$ cat src/rtl/circular_buffer_drain_if.sv
// Producer/consumer bus of the draining ring buffer.
// The slave modport is the buffer itself; the master modport drives it.
interface circular_buffer_drain_if #(
    parameter int N = 6,
    parameter int W = 32
);
    logic         flush_i;
    logic         write_i;
    logic [W-1:0] data_i;
    logic         valid_o;
    logic         ready_i;
    logic [W-1:0] data_o;
    logic [N:0]   count_o;
    logic         overflow_o;
    logic [15:0]  drop_cnt_o;

    modport slave (
        input  flush_i, write_i, data_i, ready_i,
        output valid_o, data_o, count_o, overflow_o, drop_cnt_o
    );

    modport master (
        output flush_i, write_i, data_i, ready_i,
        input  valid_o, data_o, count_o, overflow_o, drop_cnt_o
    );
endinterface

$ cat src/rtl/circular_buffer_drain.sv
// Ring buffer that never stalls its producer and drains oldest-first.
// When it is full, the oldest entry is overwritten and the loss is counted.
module circular_buffer_drain #(
    parameter int N = 6,
    parameter int W = 32
) (
    input  logic clk_i,
    input  logic rst_ni,
    circular_buffer_drain_if.slave bus
);
    localparam int         DEPTH      = 1 << N;
    localparam logic [N:0] FULL_COUNT = DEPTH[N:0];

    logic [W-1:0] r_mem [DEPTH];
    logic [N-1:0] r_wp;
    logic [N-1:0] r_rp;
    logic [N:0]   r_count;
    logic         r_overflow;
    logic [15:0]  r_drop_cnt;

    logic w_valid;
    logic w_pop;
    logic w_full;

    assign w_valid = (r_count != '0);
    assign w_pop   = w_valid & bus.ready_i;
    assign w_full  = (r_count == FULL_COUNT);

    always_ff @(posedge clk_i) begin
        if (!rst_ni) begin
            r_wp       <= '0;
            r_rp       <= '0;
            r_count    <= '0;
            r_overflow <= 1'b0;
            r_drop_cnt <= '0;
            for (int i = 0; i < DEPTH; i++) begin
                r_mem[i] <= '0;
            end
        end else if (bus.flush_i) begin
            r_wp       <= '0;
            r_rp       <= '0;
            r_count    <= '0;
            r_overflow <= 1'b0;
            r_drop_cnt <= '0;
        end else begin
            if (bus.write_i) begin
                r_mem[r_wp] <= bus.data_i;
                r_wp        <= r_wp + N'(1);
            end
            // A write into a full ring with no pop evicts the oldest entry.
            if (bus.write_i && w_full && !w_pop) begin
                r_rp       <= r_rp + N'(1);
                r_overflow <= 1'b1;
                if (r_drop_cnt != 16'hFFFF) begin
                    r_drop_cnt <= r_drop_cnt + 16'd1;
                end
            end else if (bus.write_i && w_pop) begin
                r_rp <= r_rp + N'(1);
            end else if (bus.write_i) begin
                r_count <= r_count + (N+1)'(1);
            end else if (w_pop) begin
                r_rp    <= r_rp + N'(1);
                r_count <= r_count - (N+1)'(1);
            end
        end
    end

    assign bus.valid_o    = w_valid;
    assign bus.data_o     = r_mem[r_rp];
    assign bus.count_o    = r_count;
    assign bus.overflow_o = r_overflow;
    assign bus.drop_cnt_o = r_drop_cnt;
endmodule

$ cat src/flat_wrapper.sv
// flat-port wrapper written by rule: the top's interface ports become plain ports
module circular_buffer_drain_flat 
#(
    parameter int N = 6,
    parameter int W = 32
)
  (clk_i, rst_ni, bus_flush_i, bus_write_i, bus_data_i, bus_ready_i, bus_valid_o, bus_data_o, bus_count_o, bus_overflow_o, bus_drop_cnt_o);
  circular_buffer_drain_if #(.N(N), .W(W)) bus_i ();
  input  logic clk_i;
  input  logic rst_ni;
  input wire logic [$bits(bus_i.flush_i)-1:0] bus_flush_i;
  input wire logic [$bits(bus_i.write_i)-1:0] bus_write_i;
  input wire logic [$bits(bus_i.data_i)-1:0] bus_data_i;
  input wire logic [$bits(bus_i.ready_i)-1:0] bus_ready_i;
  output wire logic [$bits(bus_i.valid_o)-1:0] bus_valid_o;
  output wire logic [$bits(bus_i.data_o)-1:0] bus_data_o;
  output wire logic [$bits(bus_i.count_o)-1:0] bus_count_o;
  output wire logic [$bits(bus_i.overflow_o)-1:0] bus_overflow_o;
  output wire logic [$bits(bus_i.drop_cnt_o)-1:0] bus_drop_cnt_o;
  assign bus_i.flush_i = bus_flush_i;
  assign bus_i.write_i = bus_write_i;
  assign bus_i.data_i = bus_data_i;
  assign bus_i.ready_i = bus_ready_i;
  assign bus_valid_o = bus_i.valid_o;
  assign bus_data_o = bus_i.data_o;
  assign bus_count_o = bus_i.count_o;
  assign bus_overflow_o = bus_i.overflow_o;
  assign bus_drop_cnt_o = bus_i.drop_cnt_o;
  circular_buffer_drain #(.N(N), .W(W)) u_core (.clk_i(clk_i), .rst_ni(rst_ni), .bus(bus_i));
endmodule
$ cat config.mk
export PLATFORM = sky130hd
export DESIGN_NAME = circular_buffer_drain_flat
export DESIGN_NICKNAME = d
export VERILOG_FILES = /design/src/rtl/circular_buffer_drain_if.sv /design/src/rtl/circular_buffer_drain.sv /design/src/flat_wrapper.sv
export SDC_FILE = /design/constraint.sdc
export NUM_CORES = 2
export LEC_CHECK = 0
export ABC_AREA = 0
export ABC_CLOCK_PERIOD_IN_PS = 4780
export BUFFER_PORTS_ARGS = -buffer_cell sky130_fd_sc_hd__buf_4
export CAP_MARGIN = 20
export CELL_PAD_IN_SITES_DETAIL_PLACEMENT = 0
export CELL_PAD_IN_SITES_GLOBAL_PLACEMENT = 1
export CORE_MARGIN = 8
export CORE_UTILIZATION = 54
export DETAILED_ROUTE_END_ITERATION = 8
export GPL_TIMING_DRIVEN = 0
export PLACE_DENSITY_LB_ADDON = 0.15
export SLEW_MARGIN = 20
export SYNTH_ARGS = -nofsm -noshare
export SYNTH_HDL_FRONTEND = slang
export SYNTH_SLANG_ARGS = --single-unit
$ cat constraint.sdc
create_clock -name clk_i -period 4.78 [get_ports clk_i]
set_input_delay 0.239 -clock clk_i [delete_from_list [all_inputs] [get_ports clk_i]]
set_output_delay 0.239 -clock clk_i [all_outputs]
set_load 0.02 [all_outputs]
After elaboration in Yosys (flattened, before gate mapping)
Memories as Yosys holds them, arrays and structs flattened. A register that Yosys moved wholly into a read port is not among the register bits.
Index checks and enable logic that the tools add are counted.
- flip-flop bits (word level): 36
- bits in writable memories: 2048
- bits of input ports: 37
- output and inout port bits: 57
- word-level logic and storage cells: 46
- memories kept: 1
- memory list (memory ; depth ; bits a word ; read ports ; clocked after Yosys merged registers in ; wr ports ; RTL line ; source):
    u_core.r_mem ; 64 ; 32 ; 1 ; 1 ; 64 ; circular_buffer_drain.sv:14 ; logic [W-1:0] r_mem [DEPTH];
- add/sub/neg operators: 5
- eq/ne operators: 3
- multiplexer cells: 16
- bitwise operators: 4
- reductions and logical operators: 12
- operators with widths (kind ; count):
    6-bit two-way mux ; 7
    32-bit two-way mux ; 1
    32-bit OR reduction ; 1
    16-bit by 1-bit adder with 16-bit output, second input constant ; 1
    16-bit inequality test, second input constant ; 1
    7-bit two-way mux ; 2
    6-bit by 1-bit adder with 6-bit output, second input constant ; 2
    7-bit by 1-bit adder with 7-bit output, second input constant ; 1
    7-bit equality test, second input constant ; 1
    7-bit nonzero test ; 1
    7-bit by 1-bit subtractor with 7-bit output, second input constant ; 1
    1-bit two-way mux ; 6
    2-bit AND reduction ; 2
    1-bit logical AND ; 3
    3-bit by 1-bit inequality test with 1-bit output, second input constant ; 1
    1-bit inverter ; 3
    3-bit AND reduction ; 1
    3-bit nonzero test ; 1
    2-bit nonzero test ; 1
    2-bit OR reduction ; 1
    1-bit AND ; 1
    1-bit logical NOT ; 1

Depth between registers and ports, before layout
- depth after elaboration: 8
- mapped depth: 9
- depth with buffers taken out: 7

Worst setup path before layout
OpenSTA, ideal clock, no wires.
- kind: register to register
- start point: register u_core.r_wp[0]
- end point: memory u_core.r_mem[34][0], enable pin
- library setup time: 466 ps
- arrival time: 3754 ps
- required time: 4314 ps
- path slack: 560 ps
- cell stages (with the launch flop): 7
- path buffers: 3
- clock period less this slack: 4220 ps
- cells stage by stage: dfxtp_1 buf_2 or3b_1 buf_2 or3_1 clkbuf_1 o21ai_0
- RTL lines (element ; RTL line ; source):
    from (decl) ; circular_buffer_drain.sv:15 ; logic [N-1:0] r_wp;
    from (signal assigned) ; circular_buffer_drain.sv:48 ; r_wp <= r_wp + N'(1);
    to (decl) ; circular_buffer_drain.sv:14 ;

==> out/qor.txt <==
run status: finished, violations left
failing checks: setup timing
post-synthesis cell type count: 57
die width: 435 um
wire per inst: 41.1 um
initial antenna violation count: 47
GPL Wtd Cong: 1.18
share of flip-flops with an asynchronous set or reset: 0%
post-route insts no fill: 9069
dominant synthesized flop cell: edfxtp_1
commonest non-fill, non-tap cell in the layout: and2_1
first-pass GRT wire length: 494 mm
CP Class: reg -> out
total power draw: 41.1 mW
die height: 435 um
Net Sw Frac: 24.8%
Adder-Cell Fraction of Synth Area: 0.127%
Post-DRT Antenna Nets: 0
Comb pwr share: 9.7%
Root Buffer: clkbuf_16
syn_nets: 6138
Layout Skew: 0.0507 ns
Worst Path Arrival: 4.79 ns
CTS tree: done
aggregate global routing overflow: 0
EDFF count, synth: 2048
clock power share: 39.5%
synthesis-stage register bit count: 2090
Crit. End Element: output pin
I/O pin count: 94
Cells after Synth: 6092
Max VDD drop: 409 uV
later-pin clock latency in the skew report: 0.90 ns
MaxCap Viol Count: 0
Syn Area/Cell: 15.5 um2
CTS buffer count: 212
Yosys top cell area share: 64.9%
CP required: 4.54 ns
die area: 189000 um2
post-route minimum period: 5.02 ns
final setup violation count: 25
Clock Sinks: 2090
Lkg Pwr: 38.8 nW
Hold Slack: 0.0767 ns
Yosys top cell by area: edfxtp_1
Post-Synth Simple-Gate Area: 15.0%
Clock Path Buffers: 3
core area: 174000 um2
routed vias/inst: 6.64
Total Routing Usage GR: 38.5%
Worst Hold Class: in -> reg
PwrDens: 374 nW/um2
CP max FO: 10
synth warn: 0
final hold vios: 0
Placed Area: 102000 um2
fin. max-slew vios: 0
share of cells above drive strength 1: 20.9%
Setup WS pre-CTS: -0.655 ns
commonest cells after routing, fill and taps aside: 2050 x and2_1, 2048 x edfxtp_1, 512 x mux4_2
Finished Cell Area: 110000 um2
Fmax: 199 MHz
Synth Area in XOR/XNOR: 0.176%
net switching power figure: 10.2 mW
CTS H-Tree Depth: 4
Final period util: 105%
largest family of logic cells by synthesized area: simple AND/OR/NAND/NOR gates
placed instance count: 8616
DRT iter0 DRCs: 11300
sequential area share after synthesis: 65.8%
Synth Area in Compound Gates: 2.69%
largest cells by area after synthesis: edfxtp_1 65%, and2_1 14%, mux4_2 12%
Reg power frac: 50.8%
Final WS setup: -0.244 ns
wirelength, routed: 372 mm
Int Power: 30.9 mW
area grow syn2layout: 16.2%
1st-pass router iterations: 7
Rel. slew slack: 24.7%
element type at the critical path start: flop
largest net degree at the start of global routing: 23
synthesized area: 94700 um2
Via Count: 60200
vias in the first global route: 57100
initial core utilization: 54.4%
DRC: 0
multiplexer share of the synthesized area: 13.3%
row cnt: 153
Final nets: 6570
Tightest Pin Transition: 1.12 ns
register clock-pin slew on the reported worst setup and hold paths: 0.06 ns
HPWL after DPL: 270 mm
I/O Buffers: 61
RSZ-0062 raised after global routing: no
==> cells in the mapped netlist (46+ instances only) <==
library cell / instances
o21ai_0: 94
mux2i_1: 93
clkbuf_1: 473
edfxtp_1: 2048
mux4_2: 512
a21oi_1: 91
and2_1: 2050
nor2_1: 110
buf_1: 46
o22ai_1: 55
buf_2: 77
a221oi_1: 53
==> logic make-up (layout without fill, tap and decap cells) <==
| logic type | Yosys count | after routing |
|---|---|---|
| other | 0 | 43 |
| xor gates and xnor gates | 19 | 19 |
| AOI/OAI and AO/OA | 386 | 386 |
| adders and majority gates | 9 | 9 |
| and+or+nand+nor | 2328 | 2328 |
| DFF | 2090 | 2090 |
| buffers and inverters | 641 | 1250 |
| muxes | 619 | 619 |
==> power by group through the flow <==
stage,combinational [mW],clock (mW),sequential (mW)
final,3.98,16.2,20.9
after global routing,3.99,16.8,20.9
after CTS,3.86,16.1,20.9
after detailed placement,3.74,0,21.3
after global placement,3.35,0,21.4
after floorplan,1.76,0,21.2
==> registers in the layout, indices dropped and copies added (netlist names), named ones only <==
name / cells
u_core.r_mem: 2048
u_core.bus.drop_cnt_o: 16
u_core.bus.count_o: 7
u_core.r_rp: 6
u_core.r_wp: 6
u_core.bus.overflow_o: 1
==> worst paths after layout <==
kind | startpoint | endpoint | slack (ns) | depth (start not counted)
setup / recovery | flop | bus_data_o[9] | -0.24 | 10
hold / removal | bus_data_i[8] | u_core.r_mem[6][8] | 0.08 | 3
setup reg to reg | u_core.r_wp[2] | u_core.r_mem[19][9] | 0.73 | 7
hold reg to reg | u_core.bus.overflow_o | u_core.bus.overflow_o | 0.46 | 2
==> per-stage QoR <==
stage / utilization (%) / TNS (ns)
floorplan: - / 0
global placement: 56.3 / -4846.09
detailed placement: 58.7 / -5.83
CTS: 63.1 / -0.0168
global route: 63.2 / 0
finish: 63.2 / -3.03
==> cell type report <==
cell class,instances,area [um2]
Sequential cell,2090,62300
Clock buffer,261,5500
Fill cell,12700,64000
Timing Repair Buffer,219,3960
Multi-Input combinational cell,3361,31000
Tap cell,2325,2910
Antenna cell,43,108
Buffer,631,3080
Clock inverter,130,1050
Inverter,9,33.8
==> layer usage <==
layer / share of wire (%) / up-vias / track usage (%)
met5: 0.029 / - / 0
met4: 8.6 / 14 / 26.6
met3: 15 / 1012 / 14.8
met2: 42 / 4893 / 53.9
met1: 34 / 30800 / 49.5
li1: - / 23500 / -
==> critical path: stages, from the launching register on <==
cell      delay (ns)
dfxtp_1         0.41
buf_4           0.33
buf_4           0.39
buf_4           0.38
nand2_1         0.32
clkbuf_2        0.38
o22ai_1         0.53
nor2_2          0.21
a21oi_1         0.46
a221oi_2        0.20
buf_4           0.26
==> what timing repair did <==
item,in CTS,in global routing
pin swaps,0,1
setup buffers,0,4
endpoints found under the setup margin,32,22
hold endpoints to repair,51,0
hold buffers,16,0
resized for setup,224,24
Note: power is estimated with default switching activity, not from simulation.
